$ cat src/rtl/vec_dot_accum.sv
// vec_dot_accum: receives the 4-lane packed multiplier product stream and
// reduces each 64-bit word to one 18-bit lane sum. It accumulates those sums
// over a programmed vector length and offers the result on a valid/ready port.
// Optional build macro: VEC_DOT_ACC_SAT_EN. When it is defined, the
// accumulator saturates on carry-out. When it is not defined, the
// accumulator wraps.
module vec_dot_accum #(
  parameter int ACC_W = 32,
  parameter int CNT_W = 8
) (
  input  logic             clk,
  input  logic             rst_n,
  input  logic             start,
  input  logic [CNT_W-1:0] vec_len,
  input  logic             prod_valid,
  input  logic [63:0]      prod_data,
  output logic             res_valid,
  input  logic             res_ready,
  output logic [ACC_W-1:0] res_data,
  output logic             busy,
  output logic             overflow,
  output logic             stray_err
);

  localparam logic [1:0] S_IDLE = 2'd0;
  localparam logic [1:0] S_ACC  = 2'd1;
  localparam logic [1:0] S_DONE = 2'd2;

  logic [1:0]       state;
  logic [ACC_W-1:0] acc;
  logic [CNT_W-1:0] count;
  logic [CNT_W-1:0] len_q;
  logic             ovf_q;
  logic             stray_q;

  logic [17:0]      lane_sum;
  logic [ACC_W:0]   sum_ext;
  logic             carry;
  logic [ACC_W-1:0] acc_next;
  logic [CNT_W-1:0] count_inc;

  // Reduce the four unsigned 16-bit lanes and form the next accumulator value
  always_comb begin
    lane_sum = 18'(prod_data[15:0])  + 18'(prod_data[31:16]) +
               18'(prod_data[47:32]) + 18'(prod_data[63:48]);
    sum_ext  = {1'b0, acc} + {{(ACC_W-17){1'b0}}, lane_sum};
    carry    = sum_ext[ACC_W];
`ifdef VEC_DOT_ACC_SAT_EN
    acc_next = carry ? '1 : sum_ext[ACC_W-1:0];
`else
    acc_next = sum_ext[ACC_W-1:0];
`endif
    count_inc = count + CNT_W'(1);
  end

  // Control FSM, accumulator and sticky status flags
  always_ff @(posedge clk) begin
    if (!rst_n) begin
      state   <= S_IDLE;
      acc     <= '0;
      count   <= '0;
      len_q   <= '0;
      ovf_q   <= 1'b0;
      stray_q <= 1'b0;
    end else begin
      case (state)
        S_IDLE: begin
          if (prod_valid) stray_q <= 1'b1;
          if (start) begin
            acc   <= '0;
            count <= '0;
            ovf_q <= 1'b0;
            len_q <= vec_len;
            state <= (vec_len == '0) ? S_DONE : S_ACC;
          end
        end
        S_ACC: begin
          if (prod_valid) begin
            acc   <= acc_next;
            count <= count_inc;
            if (carry) ovf_q <= 1'b1;
            if (count_inc == len_q) state <= S_DONE;
          end
        end
        S_DONE: begin
          if (prod_valid) stray_q <= 1'b1;
          if (res_ready) state <= S_IDLE;
        end
        default: state <= S_IDLE;
      endcase
    end
  end

  // Outputs are decoded from registered state; acc holds steady while in DONE
  always_comb begin
    res_valid = (state == S_DONE);
    busy      = (state != S_IDLE);
    res_data  = acc;
    overflow  = ovf_q;
    stray_err = stray_q;
  end

endmodule
$ cat config.mk
export PLATFORM = sky130hd
export DESIGN_NAME = vec_dot_accum
export DESIGN_NICKNAME = d
export VERILOG_FILES = /design/src/rtl/vec_dot_accum.sv
export SDC_FILE = /design/constraint.sdc
export NUM_CORES = 1
export LEC_CHECK = 0
export CAP_MARGIN = 0
export CORE_MARGIN = 3
export CORE_UTILIZATION = 51
export CTS_CLUSTER_DIAMETER = 60
export CTS_CLUSTER_SIZE = 40
export DETAILED_ROUTE_END_ITERATION = 12
export PLACE_DENSITY_LB_ADDON = 0.1
export SYNTH_ARGS = -nofsm -noshare
export SYNTH_HDL_FRONTEND = slang
export SYNTH_SLANG_ARGS = --single-unit
export TNS_END_PERCENT = 1
$ cat constraint.sdc
create_clock -name clk -period 5.75 [get_ports clk]
set_input_delay 1.725 -clock clk [delete_from_list [all_inputs] [get_ports clk]]
set_output_delay 1.725 -clock clk [all_outputs]
set_load 0.03 [all_outputs]
==> results of run 1 <==
## sequential cells by signal (all words and copies together), names as in the netlist
| register | flops |
|---|---|
| len_q | 8 |
| stray_err | 1 |
| overflow | 1 |
| state | 2 |
| count | 8 |
| res_data | 32 |
## stage by stage
step / setup slack, ps / instance area (µm²) / total power [mW] / hold slack, ps
after detailed placement: -271 / 6210 / 1.70 / 462
after CTS: 17.9 / 6320 / 1.97 / 487
after global placement: -175 / 6210 / 1.68 / 453
after floorplan: 314 / 4830 / 1.24 / 455
final: 195 / 6360 / 1.99 / 483
after global routing: -56.5 / 6360 / 2.18 / 509
## worst max-delay path, cell delays in order
cell             delay (ps)
clkdlybuf4s50_1         460
inv_1                    50
fa_1                    530
inv_1                    50
fa_1                    510
inv_1                    60
fa_1                    510
inv_1                    40
ha_2                    360
nand3_1                  90
o211ai_1                310
nand4_1                 230
a21oi_2                 220
a211oi_2                110
a311oi_2                340
mux2i_1                 210
## power breakdown
group	leakage [nW]	internal [mW]	switching, mW
Combinational	2.49	0.617	0.705
Clock	0.0558	0.132	0.127
Sequential	0.422	0.387	0.0238
Total	2.96	1.14	0.856
## area by class of cell
type                            instances  area [µm²]  area share, %
Clock buffer                            6        72.6           1.14
Clock inverter                          2        38.8          0.610
Inverter                              160         601           9.44
Multi-Input combinational cell        371        3140           49.4
Sequential cell                        52        1040           16.4
Tap cell                              108         135           2.12
Timing Repair Buffer                  140        1330           20.9
## repair_timing
item / CTS / global route
setup endpoints to repair: 0 / 17
buffers inserted: 0 / 1
gates resized for setup: 0 / 10
## layer usage
| metal | vias up | wire [µm] | GRT usage [%] | share of wire [%] |
|---|---|---|---|---|
| met5 | - | 0 | 0 | 0 |
| met4 | 0 | 108 | 4.48 | 0.99 |
| met3 | 8 | 619 | 2.55 | 5.7 |
| met2 | 116 | 5140 | 36.1 | 47 |
| met1 | 2013 | 5060 | 28.9 | 46 |
| li1 | 2145 | - | - | - |
## placed cells by master, fill, tap and decap left out, drive strengths merged, types with 3 or more instances in the layout
master / synthesis / routed
nand2b: 4 / 4
and3: 4 / 4
nand2: 50 / 50
nor2b: 15 / 15
a21oi: 31 / 31
o211ai: 3 / 3
nor2: 20 / 20
o21bai: 3 / 3
a21o: 9 / 9
inv: 160 / 161
nand4: 7 / 7
a31oi: 4 / 4
clkdlybuf4s50: 0 / 112
xor2: 20 / 20
xnor2: 15 / 15
buf: 4 / 28
nand3: 13 / 13
o21ai: 32 / 32
ha: 24 / 24
nor4: 4 / 4
a22oi: 11 / 11
o21a: 6 / 6
fa: 47 / 47
or3: 4 / 4
a311oi: 3 / 3
and2: 5 / 5
nor3: 4 / 4
dfxtp: 52 / 52
clkbuf: 13 / 6
a21boi: 11 / 11
## cells by family (layout without fill, tap and decap cells)
kind of cell | count (synthesis) | in the layout | synth area share [%]
adder cells (fa/ha/maj) | 71 | 71 | 25.7
multiplexers | 3 | 3 | 0.648
buffers and inverters | 177 | 308 | 14.1
AO/OA/AOI/OAI | 121 | 121 | 16.5
XOR/XNOR | 35 | 35 | 6.35
flip-flops | 52 | 52 | 21.6
AND/OR/NAND/NOR | 141 | 141 | 15.1
## worst paths after layout
path | startpoint | end | slack (ps) | depth (start not counted)
setup / recovery | prod_data[5] | res_data[22]$_SDFFE_PN0P_ | 190 | 16
hold / removal | overflow$_SDFFE_PN0P_ | overflow$_SDFFE_PN0P_ | 480 | 1
setup reg to reg | res_data[1]$_SDFFE_PN0P_ | res_data[17]$_SDFFE_PN0P_ | 2750 | 12
hold reg to reg | overflow$_SDFFE_PN0P_ | overflow$_SDFFE_PN0P_ | 480 | 1
==> out/results.ini, run 1 <==
[status]
outcome=finished clean

[sta]
finalHoldViolations=0
post-route-period-util_pct=96.6
slew-limit-headroom_pct=65.5
skew_ps=5.75
max_freq_ghz=0.180
max_slew.worst_pin.slew_ps=510
slew_viol_final=0
final-setup-viol-count=0
rsz0062_at_grt=true
tns_ps=0
fin_crit_ps=5560

[global_route]
grt_usage_pct=21.1
grt_pass1_wl_um=18500
grt_start_max_net_pins=24
grt_pass1_vias=4306
grt_overflow=0
antenna_found_initial=0

[critical_path]
cp.arrival_ps=5800
crit_type=in2reg
critPathMaxFanout=5
crit_path_end_kind=flop
required_ps=5990
cp-start-kind=input port

[logic_synthesis]
synthFlopType=dfxtp_1
synth_top_area_share_pct=21.6
avgSynthCellArea_um2=8.04
synth.distinct_cells=59
async_reset_ff_share_pct=0
synth_nets=748
ys_seq_area_share_pct=21.6
synth_top_cell_by_area=dfxtp_1
syn_area_um2=4830
ys_warn_count=0
synth.ff_latch_count=52
yosysMostFrequentCell=inv_1
synthTopCellsByArea=dfxtp_1, fa_1, inv_1, ha_1, nand2_1
yosys-top-cells-count=inv_1, dfxtp_1, nand2_1
synthCells=600
synth-edff-count=0

[place]
portBuffers=112
placedCellCount=830
hpwl_um=8820
gp_congestion=0.911

[drt]
vias=4282
first_pass_iters=5
wirelength_um=10900
drt_iter0_drc=197
drc=0
ant_nets=0
wire_per_inst_um=13.0
viasPerCell=5.10

[die]
die_x_um=103
pin_count=113
dieHeight_um=103
fp.coreArea_um2=8930
dieArea_um2=10700
start_util_pct=54.0
rows=34

[clocking]
holdBufCountCts=0
path_clk_slew_ps=100
cts_tree=yes
h-tree-depth=2
cts_buffers=5
cts-root-buf=clkbuf_8
clockBufferDepth=2
clock_sinks=52
worstSkewPairLatency_ps=300

[final_layout]
drive_above_1_share_pct=7.39
fin_nets=878
fin_cells=839
final_util_pct=71.2
fillers=753
area_growth_syn_to_layout_pct=31.8
n_antenna_cell=0

[pwr]
p_leak_nw=2.96
p_per_area_nw_per_um2=313
ir_drop_mv=0.189

[worst_hold_path]
hold_path.class=reg2reg

[run]
maxCapViolCount=0

No activity file was read; power rests on OpenSTA's default activity.
==> inputs of run 2 (changes only) <==
--- a/config.mk
+++ b/config.mk
@@ -6,7 +6,7 @@
 export NUM_CORES = 1
 export LEC_CHECK = 0
 export CAP_MARGIN = 0
-export CORE_MARGIN = 3
+export CORE_MARGIN = 5
 export CORE_UTILIZATION = 51
 export CTS_CLUSTER_DIAMETER = 60
 export CTS_CLUSTER_SIZE = 40
==> run 2 against run 1 <==
  * Die area rose by 7.9%
  * Core utilization shrank 1.8 points
  * Wire length grew 3.0%
  * Non-clock buffer count rose by 2
  * Critical endpoint is now res_data[31]$_SDFFE_PN0P_
  * Cell area grew 0.77%
  * Global-route usage is 1.6 points lower
  * Critical path type unchanged
  * Cell count is 2.7% higher
  * First-iteration DRC count down 26%
  * Sequential cell count is the same
  * Clock power decreased by 14%
==> out/results.ini, run 2 (synthesized netlist as in run 1, its figures left out) <==
[sta]
rsz0062_at_grt=true  ; unchanged
finalHoldViolations=0  ; unchanged
slew_viol_final=0  ; unchanged
fin_crit_ps=5570  ; was 5560 ps
final-setup-viol-count=0  ; unchanged
max_slew.worst_pin.slew_ps=827  ; was 510 ps
post-route-period-util_pct=96.9  ; was 96.6%
max_freq_ghz=0.179  ; was 0.180 GHz
skew_ps=10.8  ; was 5.75 ps
slew-limit-headroom_pct=44.8  ; was 65.5%

[drt]
wire_per_inst_um=13.1  ; was 13.0 µm
first_pass_iters=4  ; was 5
viasPerCell=4.93  ; was 5.10
drt_iter0_drc=145  ; was 197
vias=4249  ; was 4282
ant_nets=0  ; unchanged
drc=0  ; unchanged
wirelength_um=11300  ; was 10900 µm

[place]
gp_congestion=0.867  ; was 0.911
placedCellCount=852  ; was 830
portBuffers=112  ; unchanged
hpwl_um=9110  ; was 8820 µm
placedInstanceArea_um2=6240  ; was 6210 µm²

[final_layout]
seq_area_um2=1040  ; unchanged
postLayoutCellArea_um2=6410  ; was 6360 µm²
area_growth_syn_to_layout_pct=32.8  ; was 31.8%
fillers=793  ; was 753
final_common_cell=inv_1  ; unchanged
largest_reg_flops=32  ; unchanged
drive_above_1_share_pct=7.91  ; was 7.39%
multiInputGateArea_um2=3170  ; was 3140 µm²
fin_nets=880  ; was 878
fin_cells=862  ; was 839
n_antenna_cell=0  ; unchanged
layout_common_cells=inv_1, clkdlybuf4s50_1, dfxtp_1  ; unchanged

[run]
maxCapViolCount=0  ; unchanged

[die]
die_x_um=107  ; was 103 µm
fp.coreArea_um2=9240  ; was 8930 µm²
pin_count=113  ; unchanged
start_util_pct=52.2  ; was 54.0%
rows=35  ; was 34
dieArea_um2=11500  ; was 10700 µm²
dieHeight_um=107  ; was 103 µm

[clocking]
h-tree-depth=2  ; unchanged
path_clk_slew_ps=100  ; about the same
clockBufferDepth=2  ; unchanged
clock_sinks=52  ; unchanged
worstSkewPairLatency_ps=310  ; was 300 ps
cts_buffers=5  ; unchanged
holdBufCountCts=0  ; unchanged
cts-root-buf=clkbuf_8  ; unchanged
cts_tree=yes  ; unchanged

[global_route]
antenna_found_initial=0  ; unchanged
grt_usage_pct=19.5  ; was 21.1%
grt_start_max_net_pins=21  ; was 24
grt_pass1_wl_um=18700  ; was 18500 µm
grt_overflow=0  ; unchanged
grt_pass1_vias=4287  ; was 4306

[critical_path]
r2r_slack_ps=2680  ; was 2750 ps
required_ps=5930  ; was 5990 ps
critPathMaxFanout=4  ; was 5
cp.arrival_ps=5760  ; was 5800 ps
startpoint=prod_data[7]  ; was prod_data[5]
cp-start-kind=input port  ; unchanged
rr_startpoint=res_data[1]$_SDFFE_PN0P_  ; unchanged
crit_type=in2reg  ; unchanged
crit_path_end_kind=flop  ; unchanged

[pwr]
p_leak_nw=2.96  ; about the same
ir_drop_mv=0.196  ; was 0.189 mV
p_per_area_nw_per_um2=311  ; was 313 nW/µm²
total_power_mw=2.00  ; was 1.99 mW

[worst_hold_path]
hold_path.class=reg2reg  ; unchanged
hp-start=stray_err$_SDFFE_PN0P_  ; was overflow$_SDFFE_PN0P_

[status]
outcome=finished clean  ; unchanged

==> run 2: routing by layer <==
layer / global-route usage (%) / share of wire, %
met5: 0 / 0
met4: 4.20 / 0.60
met1: 24.8 / 44
met3: 3.90 / 5.7
met2: 34.2 / 50
==> run 2: area by class of cell <==
cell class | count | area share, %
Inverter | 160 | 9.37
Clock inverter | 3 | 0.390
Timing Repair Buffer | 142 | 21.0
Clock buffer | 5 | 1.07
Sequential cell | 52 | 16.2
Multi-Input combinational cell | 371 | 49.4
Tap cell | 129 | 2.52
==> run 2: final timing paths <==
check                              endpoint  cells past startpoint
setup reg to reg  res_data[17]$_SDFFE_PN0P_                     13
hold reg to reg      stray_err$_SDFFE_PN0P_                      1
setup / recovery  res_data[31]$_SDFFE_PN0P_                     18
hold / removal       stray_err$_SDFFE_PN0P_                      1
==> run 2: where the power goes <==
part           internal, mW  leakage [nW]  switching, mW  total [mW]
clock network        0.0891        0.0452          0.134       0.223
registers             0.387         0.422         0.0246       0.412
logic                 0.650          2.50          0.711        1.36
total                  1.13          2.96          0.869        2.00
==> run 2: worst max-delay path, cell delays in order <==
cell             delay, ps
clkdlybuf4s50_1        460
inv_1                   60
fa_1                   530
inv_1                   50
fa_1                   510
inv_1                   60
fa_1                   520
inv_1                   50
ha_1                   280
and4_1                 230
o21a_1                 130
a21oi_1                 60
buf_4                  160
buf_4                  140
a2111oi_4              400
o2111ai_2              150
xor2_1                 170
nor2_1                  60
==> run 2: metrics by stage <==
stage	util (%)	worst slack, ps	hold WS, ps	setup TNS [ps]
after global placement	67.5	-135	452	-1250
final	69.4	176	483	0
after global routing	69.4	-6.04	506	-6.04
after floorplan	-	314	455	0
after CTS	68.5	89.0	490	0
after detailed placement	67.5	-230	462	-2130
==> run 2: repair_timing <==
action / in CTS / in global routing
resized for setup: 0 / 13
setup endpoints to repair: 0 / 13
buffers inserted: 0 / 2
